<file path="src/rtl/fp_pkg.sv">
// Shared floating-point datapath package: mantissa-derived widths, the
// exponent-adjustment type and the overflow adjustment constant.
package fp_pkg;

  localparam int DEFAULT_MANT_W = 23;

  // Width of the double-width mantissa product for a given fraction width.
  function automatic int fp_pw(input int mant_w);
    return 2 * (mant_w + 1);
  endfunction

  // Width of the signed exponent adjustment (leading-one position plus sign).
  function automatic int fp_shift_w(input int mant_w);
    return $clog2(fp_pw(mant_w)) + 1;
  endfunction

  typedef logic signed [fp_shift_w(DEFAULT_MANT_W)-1:0] exp_adj_t;

  // Adjustment applied when the mantissa overflows one position upward.
  localparam int EXP_ADJ_OVF = -1;

endpackage

</file>
<file path="src/rtl/lead_one_det.sv">
// Leading-one detector: reports the index of the most significant set bit
// of vec and flags an all-zero input.
module lead_one_det #(
  parameter int W = 48
) (
  input  logic [W-1:0]         vec,
  output logic [$clog2(W)-1:0] pos,
  output logic                 zero
);

  localparam int POS_W = $clog2(W);

  // Scan upward so the highest set bit is the last one to win.
  always_comb begin
    pos  = '0;
    zero = 1'b1;
    for (int i = 0; i < W; i++) begin
      if (vec[i]) begin
        pos  = POS_W'(i);
        zero = 1'b0;
      end
    end
  end

endmodule

</file>
<file path="src/rtl/fp_mant_normalizer.sv">
// Two-stage mantissa product normaliser with valid/ready handshake.
// Stage 1 captures the product and its leading-one position; stage 2
// shifts, extracts the fraction and (optionally) rounds.
// Build option: define FP_NORM_ROUND_EN for round-to-nearest-even;
// otherwise the fraction is truncated.
module fp_mant_normalizer
  import fp_pkg::*;
#(
  parameter  int MANT_W  = 23,
  parameter  int TAG_W   = 8,
  localparam int PW      = fp_pw(MANT_W),
  localparam int SHIFT_W = fp_shift_w(MANT_W)
) (
  input  logic                      clk,
  input  logic                      rst_n,
  input  logic                      in_valid,
  output logic                      in_ready,
  input  logic [PW-1:0]             in_prod,
  input  logic [TAG_W-1:0]          in_tag,
  output logic                      out_valid,
  input  logic                      out_ready,
  output logic [MANT_W-1:0]         out_frac,
  output logic signed [SHIFT_W-1:0] out_exp_adj,
  output logic                      out_zero,
  output logic                      out_inexact,
  output logic [TAG_W-1:0]          out_tag
);

  localparam int POS_W = SHIFT_W - 1;

  logic              s1_valid;
  logic [PW-1:0]     s1_prod;
  logic [TAG_W-1:0]  s1_tag;
  logic [POS_W-1:0]  s1_pos;
  logic              s1_zero;
  logic              s2_adv;
  logic              s1_adv;
  logic [POS_W-1:0]  lod_pos;
  logic              lod_zero;

  logic [POS_W-1:0]          shamt;
  logic [PW-1:0]             norm;
  logic [MANT_W-1:0]         frac_c;
  logic signed [SHIFT_W-1:0] adj_c;
  logic                      guard;
  logic                      sticky;
  logic                      inexact_c;

  assign s2_adv   = !out_valid | out_ready;
  assign s1_adv   = !s1_valid | s2_adv;
  assign in_ready = s1_adv;

  lead_one_det #(.W(PW)) u_lod (
    .vec  (in_prod),
    .pos  (lod_pos),
    .zero (lod_zero)
  );

  // Stage 1: capture product, tag and leading-one information on accept.
  always_ff @(posedge clk or negedge rst_n) begin
    if (!rst_n) begin
      s1_valid <= 1'b0;
      s1_prod  <= '0;
      s1_tag   <= '0;
      s1_pos   <= '0;
      s1_zero  <= 1'b0;
    end else if (s1_adv) begin
      s1_valid <= in_valid;
      if (in_valid) begin
        s1_prod <= in_prod;
        s1_tag  <= in_tag;
        s1_pos  <= lod_pos;
        s1_zero <= lod_zero;
      end
    end
  end

  // Normalise so the leading one sits at the top bit, then slice the
  // fraction below it; a product with its top bit set yields adj = -1.
  always_comb begin
    shamt     = POS_W'(PW - 1) - s1_pos;
    norm      = s1_prod << shamt;
    guard     = norm[MANT_W];
    sticky    = |norm[MANT_W-1:0];
    inexact_c = guard | sticky;
    adj_c     = s1_zero ? '0 : ($signed(SHIFT_W'(PW - 2)) - $signed({1'b0, s1_pos}));
    frac_c    = norm[PW-2:MANT_W+1];
`ifdef FP_NORM_ROUND_EN
    if (guard & (sticky | frac_c[0])) begin
      if (&frac_c) begin
        adj_c = adj_c + $signed(SHIFT_W'(EXP_ADJ_OVF));
      end
      frac_c = frac_c + MANT_W'(1);
    end
`endif
  end

  // Stage 2: register the normalised result; hold while the consumer stalls.
  always_ff @(posedge clk or negedge rst_n) begin
    if (!rst_n) begin
      out_valid   <= 1'b0;
      out_frac    <= '0;
      out_exp_adj <= '0;
      out_zero    <= 1'b0;
      out_inexact <= 1'b0;
      out_tag     <= '0;
    end else if (s2_adv) begin
      out_valid <= s1_valid;
      if (s1_valid) begin
        out_frac    <= frac_c;
        out_exp_adj <= adj_c;
        out_zero    <= s1_zero;
        out_inexact <= inexact_c;
        out_tag     <= s1_tag;
      end
    end
  end

endmodule

</file>
<file path="config.mk">
export PLATFORM = sky130hd
export DESIGN_NAME = fp_mant_normalizer
export DESIGN_NICKNAME = d
export VERILOG_FILES = /design/src/rtl/fp_pkg.sv /design/src/rtl/lead_one_det.sv /design/src/rtl/fp_mant_normalizer.sv
export SDC_FILE = /design/constraint.sdc
export NUM_CORES = 1
export LEC_CHECK = 0
export BUFFER_PORTS_ARGS = -buffer_cell sky130_fd_sc_hd__clkbuf_2
export CORE_ASPECT_RATIO = 2
export CORE_MARGIN = 2
export CORE_UTILIZATION = 40
export DETAILED_ROUTE_END_ITERATION = 10
export SYNTH_ARGS = -nofsm -noshare
export SYNTH_HDL_FRONTEND = slang
export SYNTH_SLANG_ARGS = --single-unit
</file>
<file path="constraint.sdc">
create_clock -name clk -period 6.3 [get_ports clk]
set_input_delay 0 -clock clk [delete_from_list [all_inputs] [get_ports clk]]
set_output_delay 0 -clock clk [all_outputs]
set_load 0.01 [all_outputs]
</file>
==> results by group <==
Status
  – Outcome: finished, final reports clean

Pwr
  – Clk pwr share: between 20% and 30%
  – P_sw: 0.000837 W
  – Max VDD drop: 155 µV
  – Leakage: 3.91 nW
  – Gate power share: 36.5%
  – Sw Share: around 36%
  – Power per cell area: 272 nW/µm²
  – Reg power frac: 39.2%
  – Internal: 0.00147 W

Job
  – Max cap viols: 0

Synthesis
  – Async S/R FF share, synth: 100%
  – Synth area leader: dfrtp_1
  – Post-Syn Instances: 767
  – EDFF count, synth: 0
  – Most instantiated cells after synthesis: 219 x nand2_1, 104 x dfrtp_1, 51 x nor2_1
  – Largest cells by area after synthesis: dfrtp_1 37%, mux4_2 15%, nand2_1 12%, mux2i_1 4.7%, o21ai_0 3.6%
  – Register bit total from synthesis: 104
  – Yosys warnings: 0
  – Synthesized area: 7000 µm²
  – Synth top area share: 37.2%
  – Synth unique cells: 57
  – Net Count, Synth: 829
  – Most instantiated library cell after synthesis: nand2_1
  – Prevailing post-synth register cell: dfrtp_1
  – Seq/Total Area, Yosys: 37.2%
  – Avg Synthesized Cell Area: 9.13 µm²

Drt
  – WL per Instance: 19.1 µm
  – ANT nets after route: 0
  – Number of remaining DRC errors: 0
  – Via count: 6,229
  – Via/cell ratio: 5.63
  – Initial drt markers: 299
  – Drt pass-1 iters: 4
  – Routed WL: between 20 and 25 mm

Setup path
  – Crit. End Element: flop
  – Worst EP arrival: about 3.6 ns
  – Critical Path, Cell by Cell: inv_2, ha_1, buf_4, inv_1, nand2_1, o32a_1, o21ai_0
  – Crit path max-delay cell type: dfrtp_1
  – Max FO, Critical Path: 28
  – Crit path required time: 6.58 ns
  – Critical path startpoint category: flop
  – Worst setup path start: s1_pos[4]
  – Crit-path max cell delay: 0.96 ns
  – Crit path kind: flop to flop
  – Worst R2R Start: s1_pos[4]

Min path
  – Hold Path Class: input pin to flop
  – Hold Path Origin: out_ready

Placement
  – Dpl hpwl: 15.6 mm
  – Post-placement cell count: around 1,000
  – RePlAce Congestion: 1.05
  – Port bufs: 101

Timing
  – Setup TNS: 0 ns
  – Final hold vios: 0
  – RSZ-0062 raised after global routing: no
  – Worst-Margin Slew: 0.956 ns
  – Period utilisation layout: 53.2%
  – Final setup viols: 0
  – Min Tclk post-route: 3.35 ns
  – Worst slew margin: 36.3%
  – Pins Over Slew Limit: 0
  – Clk_skew: 0.0148 ns
  – Max Fclk: ~0.3 GHz

Cells and area
  – Nets: 954
  – P&R area growth vs syn: 21.3%
  – Layout cells sized above 1: roughly 23%
  – Ant. Diodes: 0
  – Fin cells: 1,107

GRT
  – Global Route Usage Sum: 22.9%
  – First-pass GRT wire length: 33.7 mm
  – GRT overflow: 0
  – Largest net degree at the start of global routing: 69
  – Vias in the first global route: just over 6,000
  – Initial antenna violation count: 0

Clock network
  – Hold_buf cts: 58
  – Total CTS buffers: 9
  – Worst skew pair latency: 0.36 ns
  – CTS H-tree depth: 3
  – TritonCTS Sinks: 104
  – Clk root buf: clkbuf_16
  – CTS resizes: 0
  – Post-CTS setup repair buffer count: 0
  – Max clock buf depth: 2
  – Clock slew at reported path FFs: about 0.08 ns
  – CTS tree: done

Floorplan
  – Die area: ~19,000 µm²
  – Core area: 17,200 µm²
  – Io pins: roughly 100
  – Die outline height: approximately 190 µm
  – Initial Utilization: 40.8%
  – Row count: 68
  – Die Wd: 97.6 µm
-- final cells by class --
cell class                 instances  area [µm²]
timing repair buffer             169        1160
clock buffer                      10         239
fill                            1667        8690
inverter                          15        56.3
sequential                       104        2610
tap                              210         263
multi-input combinational        593        4110
clock inverter                     6        55.1
-- power groups by stage --
stage                     logic [W]  clock network (W)  registers (W)
after floorplan            0.000540                  0       0.000904
after global placement     0.000812                  0       0.000919
after detailed placement   0.000810                  0       0.000924
after CTS                  0.000842           0.000571       0.000910
after global routing       0.000918           0.000590       0.000932
final                      0.000844           0.000559       0.000906
-- layer usage --
| layer | global-route usage (%) | up-vias | part of all wire (%) |
|---|---|---|---|
| met5 | 0 | - | 0 |
| met4 | 12.0 | 0 | 4.8 |
| met3 | 2.60 | 58 | 3.4 |
| met2 | 42.7 | 185 | 55 |
| met1 | 25.3 | 2989 | 37 |
| li1 | - | 2997 | - |
-- cell usage in the layout, fill, tap and decap left out, types with 3 or more instances in the layout --
cell type,n
o21bai_1,3
nor2_1,51
clkbuf_16,9
a211oi_1,5
mux4_2,48
nor4_1,9
a21oi_1,35
nand3_1,13
o21ai_0,50
mux2_4,3
o211ai_1,4
inv_1,14
and2_1,3
buf_4,11
nor3_1,11
dlygate4sd3_1,58
o31ai_1,7
and3_1,5
mux2_1,4
dfrtp_1,102
a31oi_1,9
nand2b_1,6
mux2_2,17
mux2i_1,33
a22o_1,5
clkbuf_2,100
o22a_1,8
nand2_2,3
nand2_1,217
nand3b_1,3
o21ai_1,8
-- cell families (layout without fill, tap and decap cells) --
logic type               count (synthesis)  after routing  share of synthesized area [%]
adder cells (fa/ha/maj)                  2              2                          0.357
XOR/XNOR                                 4              4                          0.500
flip-flops                             104            104                           37.2
AO/OA/AOI/OAI                          150            150                           13.2
buffers and inverters                   70            200                           4.25
multiplexers                           107            107                           24.8
AND/OR/NAND/NOR                        330            330                           19.7
-- registers in the layout (all words and copies together) (netlist names) --
name         flops
s1_prod         47
s1_tag           8
out_inexact      1
s1_zero          1
s1_valid         1
out_valid        1
out_zero         1
out_tag          8
s1_pos           6
out_exp_adj      7
out_frac        23
-- final timing paths --
path,slack [ns],cells past startpoint,to
setup / recovery,2.95,7,out_frac[13]
hold / removal,0.05,3,out_valid
setup reg to reg,2.95,7,out_frac[13]
hold reg to reg,0.48,2,s1_tag[1]
max in group asynchronous,4.95,3,out_frac[8]
min in group asynchronous,0.22,2,out_tag[1]
-- critical path, delay by kind of cell (launching register included) --
| family | cells | cell delay, ns |
|---|---|---|
| DFF | 1 | 0.96 |
| and+or+nand+nor | 1 | 0.44 |
| buffers and inverters | 3 | 0.86 |
| adders and majority gates | 1 | 0.36 |
| AOI/OAI and AO/OA | 2 | 0.63 |
-- stage by stage --
stage	setup slack [ns]	power [W]	cell area, µm²	hold WS, ns	utilization, %
CTS	3.02	0.00232	8490	0.0636	49.4
floorplan	3.88	0.00144	7000	-0.296	-
global placement	3.07	0.00173	7620	0.0986	44.3
global route	2.75	0.00244	8490	0.0739	49.4
detailed placement	3.04	0.00173	7620	0.100	44.3
finish	2.95	0.00231	8490	0.0467	49.4
Note: power is estimated with default switching activity, not from simulation.
